[config.mk]
export PLATFORM = sky130hd
export DESIGN_NAME = servo_pwm_scheduler_flat
export DESIGN_NICKNAME = d
export VERILOG_FILES = /design/src/rtl/servo_pkg.sv /design/src/rtl/servo_pwm_scheduler_if.sv /design/src/rtl/servo_cmd_rx.sv /design/src/rtl/servo_pwm_scheduler.sv /design/src/flat_wrapper.sv
export SDC_FILE = /design/constraint.sdc
export NUM_CORES = 1
export LEC_CHECK = 0
export ABC_AREA = 1
export BUFFER_PORTS_ARGS = -buffer_cell sky130_fd_sc_hd__buf_2
export CORE_ASPECT_RATIO = 2
export CORE_MARGIN = 4
export CORE_UTILIZATION = 35
export DETAILED_ROUTE_END_ITERATION = 8
export SETUP_SLACK_MARGIN = 0.05
export SYNTH_ARGS = -nofsm -noshare
export SYNTH_HDL_FRONTEND = slang
export SYNTH_SLANG_ARGS = --single-unit
[constraint.sdc]
create_clock -name clk -period 3.3 [get_ports clk]
set_input_delay 0.33 -clock clk [delete_from_list [all_inputs] [get_ports clk]]
set_output_delay 0.33 -clock clk [all_outputs]
set_load 0.1 [all_outputs]
[src/rtl/servo_pkg.sv]
// Shared definitions for the servo PWM scheduler: command word layout,
// command FSM state encoding and the pulse-width clamp.
package servo_pkg;

  localparam int unsigned CMD_W      = 16;
  localparam int unsigned CMD_CH_MSB = 15;
  localparam int unsigned CMD_CH_LSB = 12;
  localparam int unsigned CMD_W_MSB  = 11;
  localparam int unsigned CMD_W_LSB  = 0;
  localparam int unsigned CH_W       = CMD_CH_MSB - CMD_CH_LSB + 1;
  localparam int unsigned WIDTH_W    = CMD_W_MSB - CMD_W_LSB + 1;
  localparam int unsigned BAD_CNT_W  = 8;

  typedef enum logic {
    CMD_WAIT = 1'b0,
    CMD_ACK  = 1'b1
  } cmd_state_e;

  // Zero passes through (channel disabled); anything else is forced into range.
  function automatic logic [WIDTH_W-1:0] clamp_width(
    input logic [WIDTH_W-1:0] w,
    input logic [WIDTH_W-1:0] min_p,
    input logic [WIDTH_W-1:0] max_p
  );
    logic [WIDTH_W-1:0] r;
    r = w;
    if (w == '0) begin
      r = '0;
    end else if (w < min_p) begin
      r = min_p;
    end else if (w > max_p) begin
      r = max_p;
    end
    return r;
  endfunction

endpackage

[src/rtl/servo_pwm_scheduler_if.sv]
// stb/ack command stream carrying 16-bit servo command words.
interface servo_pwm_scheduler_if;
  import servo_pkg::*;

  logic [CMD_W-1:0] servos;
  logic             servos_stb;
  logic             servos_ack;

  modport master (output servos, output servos_stb, input  servos_ack);
  modport slave  (input  servos, input  servos_stb, output servos_ack);
endinterface

[src/rtl/servo_cmd_rx.sv]
// Command receiver: stb/ack handshake, channel/width decode with clamping,
// and a saturating counter of commands addressed to non-existent channels.
module servo_cmd_rx
  import servo_pkg::*;
#(
  parameter int unsigned NUM_SERVOS = 8,
  parameter int unsigned MIN_PULSE  = 500,
  parameter int unsigned MAX_PULSE  = 2500
) (
  input  logic                 clk,
  input  logic                 rst,
  servo_pwm_scheduler_if.slave cmd,
  output logic                 wr_en,
  output logic [CH_W-1:0]      wr_ch,
  output logic [WIDTH_W-1:0]   wr_width,
  output logic [BAD_CNT_W-1:0] bad_cmd_count
);

  cmd_state_e           state_q, state_d;
  logic                 ack_q, ack_d;
  logic                 wr_en_q, wr_en_d;
  logic [CH_W-1:0]      wr_ch_q, wr_ch_d;
  logic [WIDTH_W-1:0]   wr_width_q, wr_width_d;
  logic [BAD_CNT_W-1:0] bad_q, bad_d;
  logic [CH_W-1:0]      ch_c;
  logic [WIDTH_W-1:0]   width_c;

  assign ch_c    = cmd.servos[CMD_CH_MSB:CMD_CH_LSB];
  assign width_c = cmd.servos[CMD_W_MSB:CMD_W_LSB];

  // Capture and decode in CMD_WAIT so ack and the shadow write strobe are
  // both registered and coincide with the CMD_ACK cycle.
  always_comb begin
    state_d    = state_q;
    ack_d      = 1'b0;
    wr_en_d    = 1'b0;
    wr_ch_d    = wr_ch_q;
    wr_width_d = wr_width_q;
    bad_d      = bad_q;
    case (state_q)
      CMD_WAIT: begin
        if (cmd.servos_stb) begin
          state_d = CMD_ACK;
          ack_d   = 1'b1;
          if (32'(ch_c) < NUM_SERVOS) begin
            wr_en_d    = 1'b1;
            wr_ch_d    = ch_c;
            wr_width_d = clamp_width(width_c, WIDTH_W'(MIN_PULSE), WIDTH_W'(MAX_PULSE));
          end else if (bad_q != '1) begin
            bad_d = bad_q + BAD_CNT_W'(1);
          end
        end
      end
      CMD_ACK: begin
        state_d = CMD_WAIT;
      end
      default: begin
        state_d = CMD_WAIT;
      end
    endcase
  end

  always_ff @(posedge clk or negedge rst) begin
    if (!rst) begin
      state_q    <= CMD_WAIT;
      ack_q      <= 1'b0;
      wr_en_q    <= 1'b0;
      wr_ch_q    <= '0;
      wr_width_q <= '0;
      bad_q      <= '0;
    end else begin
      state_q    <= state_d;
      ack_q      <= ack_d;
      wr_en_q    <= wr_en_d;
      wr_ch_q    <= wr_ch_d;
      wr_width_q <= wr_width_d;
      bad_q      <= bad_d;
    end
  end

  assign cmd.servos_ack = ack_q;
  assign wr_en          = wr_en_q;
  assign wr_ch          = wr_ch_q;
  assign wr_width       = wr_width_q;
  assign bad_cmd_count  = bad_q;

endmodule

[src/rtl/servo_pwm_scheduler.sv]
// Multi-channel servo PWM generator sharing one frame timer; widths are
// double-buffered and take effect at frame boundaries. SERVO_STAGGER_EN
// offsets each channel's pulse start by k*STAGGER_TICKS.
module servo_pwm_scheduler
  import servo_pkg::*;
#(
  parameter int unsigned NUM_SERVOS    = 8,
  parameter int unsigned TICK_DIV      = 100,
  parameter int unsigned FRAME_TICKS   = 20000,
  parameter int unsigned MIN_PULSE     = 500,
  parameter int unsigned MAX_PULSE     = 2500,
  parameter int unsigned STAGGER_TICKS = 100
) (
  input  logic                  clk,
  input  logic                  rst,
  servo_pwm_scheduler_if.slave  cmd,
  output logic [NUM_SERVOS-1:0] pwm,
  output logic                  frame_start,
  output logic [BAD_CNT_W-1:0]  bad_cmd_count
);

  localparam int unsigned PRESC_W = (TICK_DIV > 1) ? $clog2(TICK_DIV) : 1;
  localparam int unsigned TICK_W  = (FRAME_TICKS > 1) ? $clog2(FRAME_TICKS) : 1;

`ifdef SERVO_STAGGER_EN
  if ((NUM_SERVOS - 1) * STAGGER_TICKS + MAX_PULSE > FRAME_TICKS) begin : g_stagger_cfg_err
    $error("servo_pwm_scheduler: staggered pulses do not fit in one frame");
  end
`endif

  logic                  wr_en;
  logic [CH_W-1:0]       wr_ch;
  logic [WIDTH_W-1:0]    wr_width;

  logic [PRESC_W-1:0]    presc_q, presc_d;
  logic [TICK_W-1:0]     tick_q, tick_d;
  logic                  frame_start_q, frame_start_d;
  logic [NUM_SERVOS-1:0] pwm_q, pwm_d;
  logic [WIDTH_W-1:0]    shadow_q [NUM_SERVOS];
  logic [WIDTH_W-1:0]    shadow_d [NUM_SERVOS];
  logic [WIDTH_W-1:0]    active_q [NUM_SERVOS];
  logic [WIDTH_W-1:0]    active_d [NUM_SERVOS];
  logic                  presc_wrap_c;
  logic                  boundary_c;
`ifdef SERVO_STAGGER_EN
  logic [31:0]           start_c;
`endif

  servo_cmd_rx #(
    .NUM_SERVOS (NUM_SERVOS),
    .MIN_PULSE  (MIN_PULSE),
    .MAX_PULSE  (MAX_PULSE)
  ) u_cmd_rx (
    .clk           (clk),
    .rst           (rst),
    .cmd           (cmd),
    .wr_en         (wr_en),
    .wr_ch         (wr_ch),
    .wr_width      (wr_width),
    .bad_cmd_count (bad_cmd_count)
  );

  // Shared prescaler and frame tick counter.
  always_comb begin
    presc_wrap_c  = (presc_q == PRESC_W'(TICK_DIV - 1));
    presc_d       = presc_wrap_c ? '0 : presc_q + PRESC_W'(1);
    tick_d        = tick_q;
    if (presc_wrap_c) begin
      tick_d = (tick_q == TICK_W'(FRAME_TICKS - 1)) ? '0 : tick_q + TICK_W'(1);
    end
    boundary_c    = (presc_q == '0) && (tick_q == '0);
    frame_start_d = (presc_d == '0) && (tick_d == '0);
  end

  // Shadow takes command writes; active reloads from the pre-edge shadow at
  // the boundary, so a write landing on that same edge waits a frame.
  always_comb begin
    for (int unsigned k = 0; k < NUM_SERVOS; k++) begin
      shadow_d[k] = shadow_q[k];
      if (wr_en && (wr_ch == CH_W'(k))) begin
        shadow_d[k] = wr_width;
      end
      active_d[k] = boundary_c ? shadow_q[k] : active_q[k];
    end
  end

  // Comparing against the post-reload width keeps the high time exact in
  // the first frame after an update.
  always_comb begin
    pwm_d = '0;
`ifdef SERVO_STAGGER_EN
    start_c = '0;
`endif
    for (int unsigned k = 0; k < NUM_SERVOS; k++) begin
`ifdef SERVO_STAGGER_EN
      start_c  = 32'(k * STAGGER_TICKS);
      pwm_d[k] = (active_d[k] != '0) &&
                 (32'(tick_q) >= start_c) &&
                 (32'(tick_q) < start_c + 32'(active_d[k]));
`else
      pwm_d[k] = (active_d[k] != '0) && (32'(tick_q) < 32'(active_d[k]));
`endif
    end
  end

  always_ff @(posedge clk or negedge rst) begin
    if (!rst) begin
      presc_q       <= '0;
      tick_q        <= '0;
      frame_start_q <= 1'b0;
      pwm_q         <= '0;
      for (int unsigned k = 0; k < NUM_SERVOS; k++) begin
        shadow_q[k] <= '0;
        active_q[k] <= '0;
      end
    end else begin
      presc_q       <= presc_d;
      tick_q        <= tick_d;
      frame_start_q <= frame_start_d;
      pwm_q         <= pwm_d;
      for (int unsigned k = 0; k < NUM_SERVOS; k++) begin
        shadow_q[k] <= shadow_d[k];
        active_q[k] <= active_d[k];
      end
    end
  end

  assign pwm         = pwm_q;
  assign frame_start = frame_start_q;

endmodule

[src/flat_wrapper.sv]
// flat-port wrapper written by rule: the top's interface ports become plain ports
module servo_pwm_scheduler_flat import servo_pkg::*;
#(
  parameter int unsigned NUM_SERVOS    = 8,
  parameter int unsigned TICK_DIV      = 100,
  parameter int unsigned FRAME_TICKS   = 20000,
  parameter int unsigned MIN_PULSE     = 500,
  parameter int unsigned MAX_PULSE     = 2500,
  parameter int unsigned STAGGER_TICKS = 100
)
  (clk, rst, pwm, frame_start, bad_cmd_count, cmd_servos, cmd_servos_stb, cmd_servos_ack);
  servo_pwm_scheduler_if cmd_i ();
  input  logic clk;
  input  logic rst;
  output logic [NUM_SERVOS-1:0] pwm;
  output logic frame_start;
  output logic [BAD_CNT_W-1:0] bad_cmd_count;
  input wire logic [$bits(cmd_i.servos)-1:0] cmd_servos;
  input wire logic [$bits(cmd_i.servos_stb)-1:0] cmd_servos_stb;
  output wire logic [$bits(cmd_i.servos_ack)-1:0] cmd_servos_ack;
  assign cmd_i.servos = cmd_servos;
  assign cmd_i.servos_stb = cmd_servos_stb;
  assign cmd_servos_ack = cmd_i.servos_ack;
  servo_pwm_scheduler #(.NUM_SERVOS(NUM_SERVOS), .TICK_DIV(TICK_DIV), .FRAME_TICKS(FRAME_TICKS), .MIN_PULSE(MIN_PULSE), .MAX_PULSE(MAX_PULSE), .STAGGER_TICKS(STAGGER_TICKS)) u_core (.clk(clk), .rst(rst), .cmd(cmd_i), .pwm(pwm), .frame_start(frame_start), .bad_cmd_count(bad_cmd_count));
endmodule
Word level (Yosys, flattened, before mapping)
Index checks and enable logic that the tools add are counted.
{"block": "word_totals", "mem_bits_ro": 0, "latchBits": 0, "ff_bits": 250, "mem_bits_rw": 0, "output_inout_bits": 18, "memories": 0, "wordCells": 106}
{"block": "op_classes", "mux": 20, "reduce_logical": 34, "order_cmp": 11, "multipliers": 0, "n_addsub": 3, "bitwise_logic": 2, "shift": 0, "div_mod_pow": 0, "n_eq_ne": 10}
{"op": "12-bit 2-to-1 mux", "count": 11}
{"op": "15-bit by 12-bit < comparator with 1-bit output", "count": 8}
{"op": "12-bit nonzero test", "count": 8}
{"op": "15-bit logical NOT", "count": 2}
{"op": "15-bit 2-to-1 mux", "count": 2}
{"op": "1-bit logical AND", "count": 18}
{"op": "4-bit by 3-bit equality test with 1-bit output (second input constant)", "count": 4}
{"op": "15-bit by 1-bit adder with 15-bit output (second input constant)", "count": 1}
{"op": "15-bit equality test (second input constant)", "count": 1}
{"op": "7-bit logical NOT", "count": 2}
{"op": "12-bit greater-than comparator (second input constant)", "count": 1}
{"op": "12-bit logical NOT", "count": 1}
{"op": "12-bit by 9-bit < comparator with 1-bit output (second input constant)", "count": 1}
{"op": "8-bit by 1-bit adder with 8-bit output (second input constant)", "count": 1}
{"op": "4-bit by 2-bit equality test with 1-bit output (second input constant)", "count": 2}
{"op": "8-bit inequality test (second input constant)", "count": 1}
{"op": "7-bit by 1-bit adder with 7-bit output (second input constant)", "count": 1}
{"op": "7-bit equality test (second input constant)", "count": 1}
{"op": "7-bit 2-to-1 mux", "count": 1}
{"op": "1-bit 2-to-1 mux", "count": 5}
{"op": "4-bit by 1-bit equality test with 1-bit output (second input constant)", "count": 1}
{"op": "4-bit logical NOT", "count": 1}
{"op": "4-bit < comparator (second input constant)", "count": 1}
{"op": "4-bit AND reduction", "count": 1}
{"op": "other kinds (3)", "count": 4}

Logic depth before layout (Yosys ltp)
{"block": "logic_depth", "word_depth": 5, "ltp_mapped": 18}

Hierarchy
Synthesis repeated with hierarchy kept, for this count alone.
{"block": "unflattened", "cells_unflattened": 1623, "area_unflattened_um2": 13210.2}
{"mod": "servo_pwm_scheduler", "cells_per_inst": 1452, "instances": 1, "area_per_inst_um2": 11822.6}
{"mod": "servo_cmd_rx", "cells_per_inst": 171, "instances": 1, "area_per_inst_um2": 1387.6}

Worst setup path before layout
OpenSTA, ideal clock, no wires.
{"block": "synth_timing", "kind": "register -> register", "from": "register u_core.tick_q[0]", "to": "register u_core.pwm_q[3], in the netlist u_core.pwm[3]", "path_slack_ns": 0.653, "arrival_time_ns": 2.576, "synth_period_minus_slack_ns": 2.647, "path_stages_with_launch": 17, "path_cell_list": "dfrtp_1 inv_1 clkbuf_1 ha_1 nand2_1 nor2_8 nand3_2 buf_4 buf_2 nand2_1 o21ai_2 ha_1 a21oi_1 o21ai_0 a211oi_1 nand2_1 nor2_1"}
{"block": "synth_between", "elab_chain_len": 5}
{"element": "from (decl)", "line_no": "servo_pwm_scheduler.sv:36", "text": "logic [TICK_W-1:0] tick_q, tick_d;"}
{"element": "from (signal assigned)", "line_no": "servo_pwm_scheduler.sv:118", "text": "tick_q <= tick_d;"}
{"element": "15-bit logical NOT", "line_no": "servo_pwm_scheduler.sv:71", "text": "boundary_c = (presc_q == '0) && (tick_q == '0);"}
{"element": "1-bit logical AND", "line_no": "servo_pwm_scheduler.sv:71"}
{"element": "12-bit 2-to-1 mux", "line_no": "servo_pwm_scheduler.sv:83", "text": "active_d[k] = boundary_c ? shadow_q[k] : active_q[k];"}
{"element": "15-bit by 12-bit < comparator with 1-bit output or 12-bit nonzero test (tied branches)", "line_no": "servo_pwm_scheduler.sv:101", "text": "pwm_d[k] = (active_d[k] != '0) && (32'(tick_q) < 32'(active_d[k]));"}
{"element": "1-bit logical AND *", "line_no": "servo_pwm_scheduler.sv:101"}
{"element": "named net u_core.pwm_d[3]", "line_no": "servo_pwm_scheduler.sv:38", "text": "logic [NUM_SERVOS-1:0] pwm_q, pwm_d;"}
{"element": "to (signal assigned)", "line_no": "servo_pwm_scheduler.sv:120", "text": "pwm_q <= pwm_d;"}
{"element": "to (decl)", "line_no": "servo_pwm_scheduler.sv:38"}
Mark *: on every way through the listed nets, which the timed path passes. The rest lies on a longest branch.
A chain may end at the register's enable or synchronous reset.

Final worst setup path
{"block": "layout_timing", "from": "register u_core.presc_q[0]", "to": "register u_core.pwm_q[6], in the netlist u_core.pwm[6]"}
{"block": "layout_between", "elab_chain_len": 5}
{"element": "from (decl)", "line_no": "servo_pwm_scheduler.sv:35", "text": "logic [PRESC_W-1:0] presc_q, presc_d;"}
{"element": "from (signal assigned)", "line_no": "servo_pwm_scheduler.sv:117", "text": "presc_q <= presc_d;"}
{"element": "7-bit logical NOT *", "line_no": "servo_pwm_scheduler.sv:71"}
{"element": "1-bit logical AND *", "line_no": "servo_pwm_scheduler.sv:71"}
{"element": "12-bit 2-to-1 mux *", "line_no": "servo_pwm_scheduler.sv:83"}
{"element": "15-bit by 12-bit < comparator with 1-bit output or 12-bit nonzero test (tied branches)", "line_no": "servo_pwm_scheduler.sv:101"}
{"element": "1-bit logical AND *", "line_no": "servo_pwm_scheduler.sv:101"}
{"element": "named net u_core.pwm_d[6]", "line_no": "servo_pwm_scheduler.sv:38"}
Marked as above.

==> reports/metrics.cfg <==
[routing]
finalWirelength_um=33900
drtIter0Drc=541
wl_per_cell_um=16.2
first_pass_iters=5
drc_errors=0
vias=10100
vias_per_cell=4.83
antenna_left=0

[yosys]
ys_ff_latch=249
avgSynthCellArea_um2=8.30
synth_top_area_share_pct=47.9
synthAdderAreaFrac_pct=8.95
synthTopCellsByArea=dfrtp_1 48%, nand2_1 12%, ha_1 8.9%
synth_cell_types=32
ys_seq_area_share_pct=47.9
synth_common_cells=404 x nand2_1, 273 x inv_1, 249 x dfrtp_1
syn-num-nets=1679
synth_xor_area_share_pct=0.539
synth_area_leader_cell=dfrtp_1
synth_compound_area_share_pct=13.0
muxShareOfSynthArea_pct=0.0866
ys_async_sr_fraction_pct=100
ys_warn_count=0
synth_top_family_by_area=simple AND/OR/NAND/NOR gates
synth_most_common_cell=nand2_1
netlist_area_um2=13000
synth_cells=1567
synthSimpleGateAreaFrac_pct=19.5
synth_flop_cell=dfrtp_1
synth_edf_count=0

[run]
cap_violations=0

[grt]
grt_pass1_wl_um=53500
track_usage_pct=17.1
first_global_vias=10000
grt.overflow.total=0
grt_max_degree=85
antenna_found_initial=0

[worst_setup_path]
startpoint_type=flop
worstSetupPathType=reg -> reg
end_kind=flop
arrival_ns=3.42
required_ns=3.75
worst-path-max-fanout=39

[timing]
setup-tns-final_ns=0
finClkSkew_ns=0.0181
tightest_slew_ns=0.887
period_share_pct=89.9
hold_viol_final=0
fmax_mhz=337
grt_setup_unrepaired=false
setup_viol=0
fin_crit_ns=2.97
maxSlewHeadroom_pct=40.7
worst_hold_slack_ns=0.0223
slew_viol_final=0

[power_and_ir_drop]
combPwrFrac_pct=12.3
p_per_area_nw_per_um2=531
p_seq_share_pct=50.6
p_int_w=0.00551
power_frac_clock_pct=37.1
swShare_pct=28.9
p_leak_nw=8.68
power.switching_w=0.00224
total_power_w=0.00775
irDropWorstVdd_mv=0.618

[finish]
area_growth_pct=12.3
final_nets=1726
final_area_um2=14600
post-route-util_pct=40.0
layout-drive-gt1-share_pct=11.0
n_antenna_cell=0

[worst_hold_path]
min_path_type=in -> reg

[floorplan]
io_pins=37
core_um2=36500
chipWidth_um=144
die-area_um2=40500
start_util_pct=35.6
rows=99
die_h_um=281

[placed_design]
dpl-instance-area_um2=13800
portBuffers=36
hpwl_um=23300
place_congestion=0.853

[clocking]
cts_sinks=249
clock_path_buffers=3
clkTransAtPathRegs_ns=0.06
cts_htree_levels=1
numCtsBuffers=23
clk_latency_ns=0.53
post_cts_buffers=0
tritoncts=done
cts_root_buf=clkbuf_16

[outcome]
outcome=finished clean

## metrics by stage
step | worst slack [ns] | std cells
2_1_floorplan | 0.653 | 1567
3_3_place_gp | 0.481 | 2042
3_5_place_dp | 0.364 | 2042
4_1_cts | 0.324 | 2084
5_1_grt | 0.118 | 2084
6_report | 0.332 | 2084
## cell usage in the layout (no fill, tap or decap), types with 4 or more instances in the layout
cell type / count
clkbuf_16: 23
o21ai_0: 121
a21oi_1: 49
inv_1: 273
xor2_1: 4
o21ai_2: 64
buf_12: 6
nor2_1: 112
buf_4: 23
clkbuf_8: 8
nor3_1: 12
nand3_1: 60
nand2_1: 404
dfrtp_1: 249
nand4_1: 17
a211oi_1: 14
clkinv_2: 4
xnor2_1: 4
buf_2: 35
o21ai_1: 24
ha_1: 93
## flip-flops by register name, summed over array words and instances (netlist names), 4 cells and up
register / flops
u_core.active_q: 96
u_core.shadow_q: 96
u_core.tick_q: 15
u_core.u_cmd_rx.wr_width: 12
u_core.pwm: 8
u_core.u_cmd_rx.bad_cmd_count: 8
u_core.presc_q: 7
u_core.u_cmd_rx.wr_ch: 4
## logic make-up after synthesis
logic type | Yosys count
buffers and inverters | 317
DFF | 249
and+or+nand+nor | 620
AOI/OAI and AO/OA | 279
xor gates and xnor gates | 8
adders and majority gates | 93
muxes | 1
## timing repair
action / in CTS / in global routing
setup endpoints to repair: 0 / 0
hold endpoints to repair: 81 / 0
hold buffers: 1 / 0
resized for setup: 0 / 0
## worst max-delay path, stage by stage, from the launching register on
cell and delay (ns):
dfrtp_1 0.43, inv_1 0.11, ha_1 0.16, nand2_2 0.10, nor2_8 0.21, nand3_4 0.25, buf_12 0.27, buf_4 0.17
o21ai_1 0.22, ha_1 0.29, a21oi_1 0.17, o21ai_0 0.11, a211oi_1 0.21, nand2_1 0.08, nor2_1 0.09
## final cells by class
class | count | area, um^2
flip-flops and latches | 249 | 6230
multi-input cells | 1001 | 5470
repair buffers | 66 | 493
inverters | 273 | 1020
clock buffers | 32 | 689
fillers | 3657 | 21900
clock inverters | 9 | 125
well taps | 454 | 568
## layer usage
| layer | global-route usage [%] | vias up | routed length (um) |
|---|---|---|---|
| met2 | 32.1 | 185 | 18300 |
| met3 | 1.72 | 94 | 995 |
| li1 | - | 5045 | - |
| met5 | 0 | - | 0 |
| met1 | 18.1 | 4749 | 12400 |
| met4 | 9.65 | 0 | 2100 |
## power by group through the flow
stage / Sequential, W / Clock [W] / Combinational (W)
after floorplan: 0.00409 / 0 / 0.000450
after global placement: 0.00396 / 0 / 0.000948
after detailed placement: 0.00398 / 0 / 0.000975
after CTS: 0.00393 / 0.00295 / 0.000976
after global routing: 0.00398 / 0.00306 / 0.00108
final: 0.00393 / 0.00287 / 0.000954
## final timing paths
kind	cells after the start	slack, ns	start	endpoint
hold / removal	3	0.02	cmd_servos[13]	u_core.u_cmd_rx.wr_ch[1]$_DFFE_PN0P_
setup / recovery	14	0.33	u_core.presc_q[0]$_DFF_PN0_	u_core.pwm[6]$_DFF_PN0_
max in group asynchronous	3	2.02	rst	u_core.pwm[1]$_DFF_PN0_
min in group asynchronous	2	0.42	rst	u_core.u_cmd_rx.bad_cmd_count[2]$_DFFE_PN0P_
setup reg to reg	14	0.33	u_core.presc_q[0]$_DFF_PN0_	u_core.pwm[6]$_DFF_PN0_
hold reg to reg	2	0.49	u_core.shadow_q[85]$_DFFE_PN0P_	u_core.shadow_q[85]$_DFFE_PN0P_
Note: power is estimated with default switching activity, not from simulation.
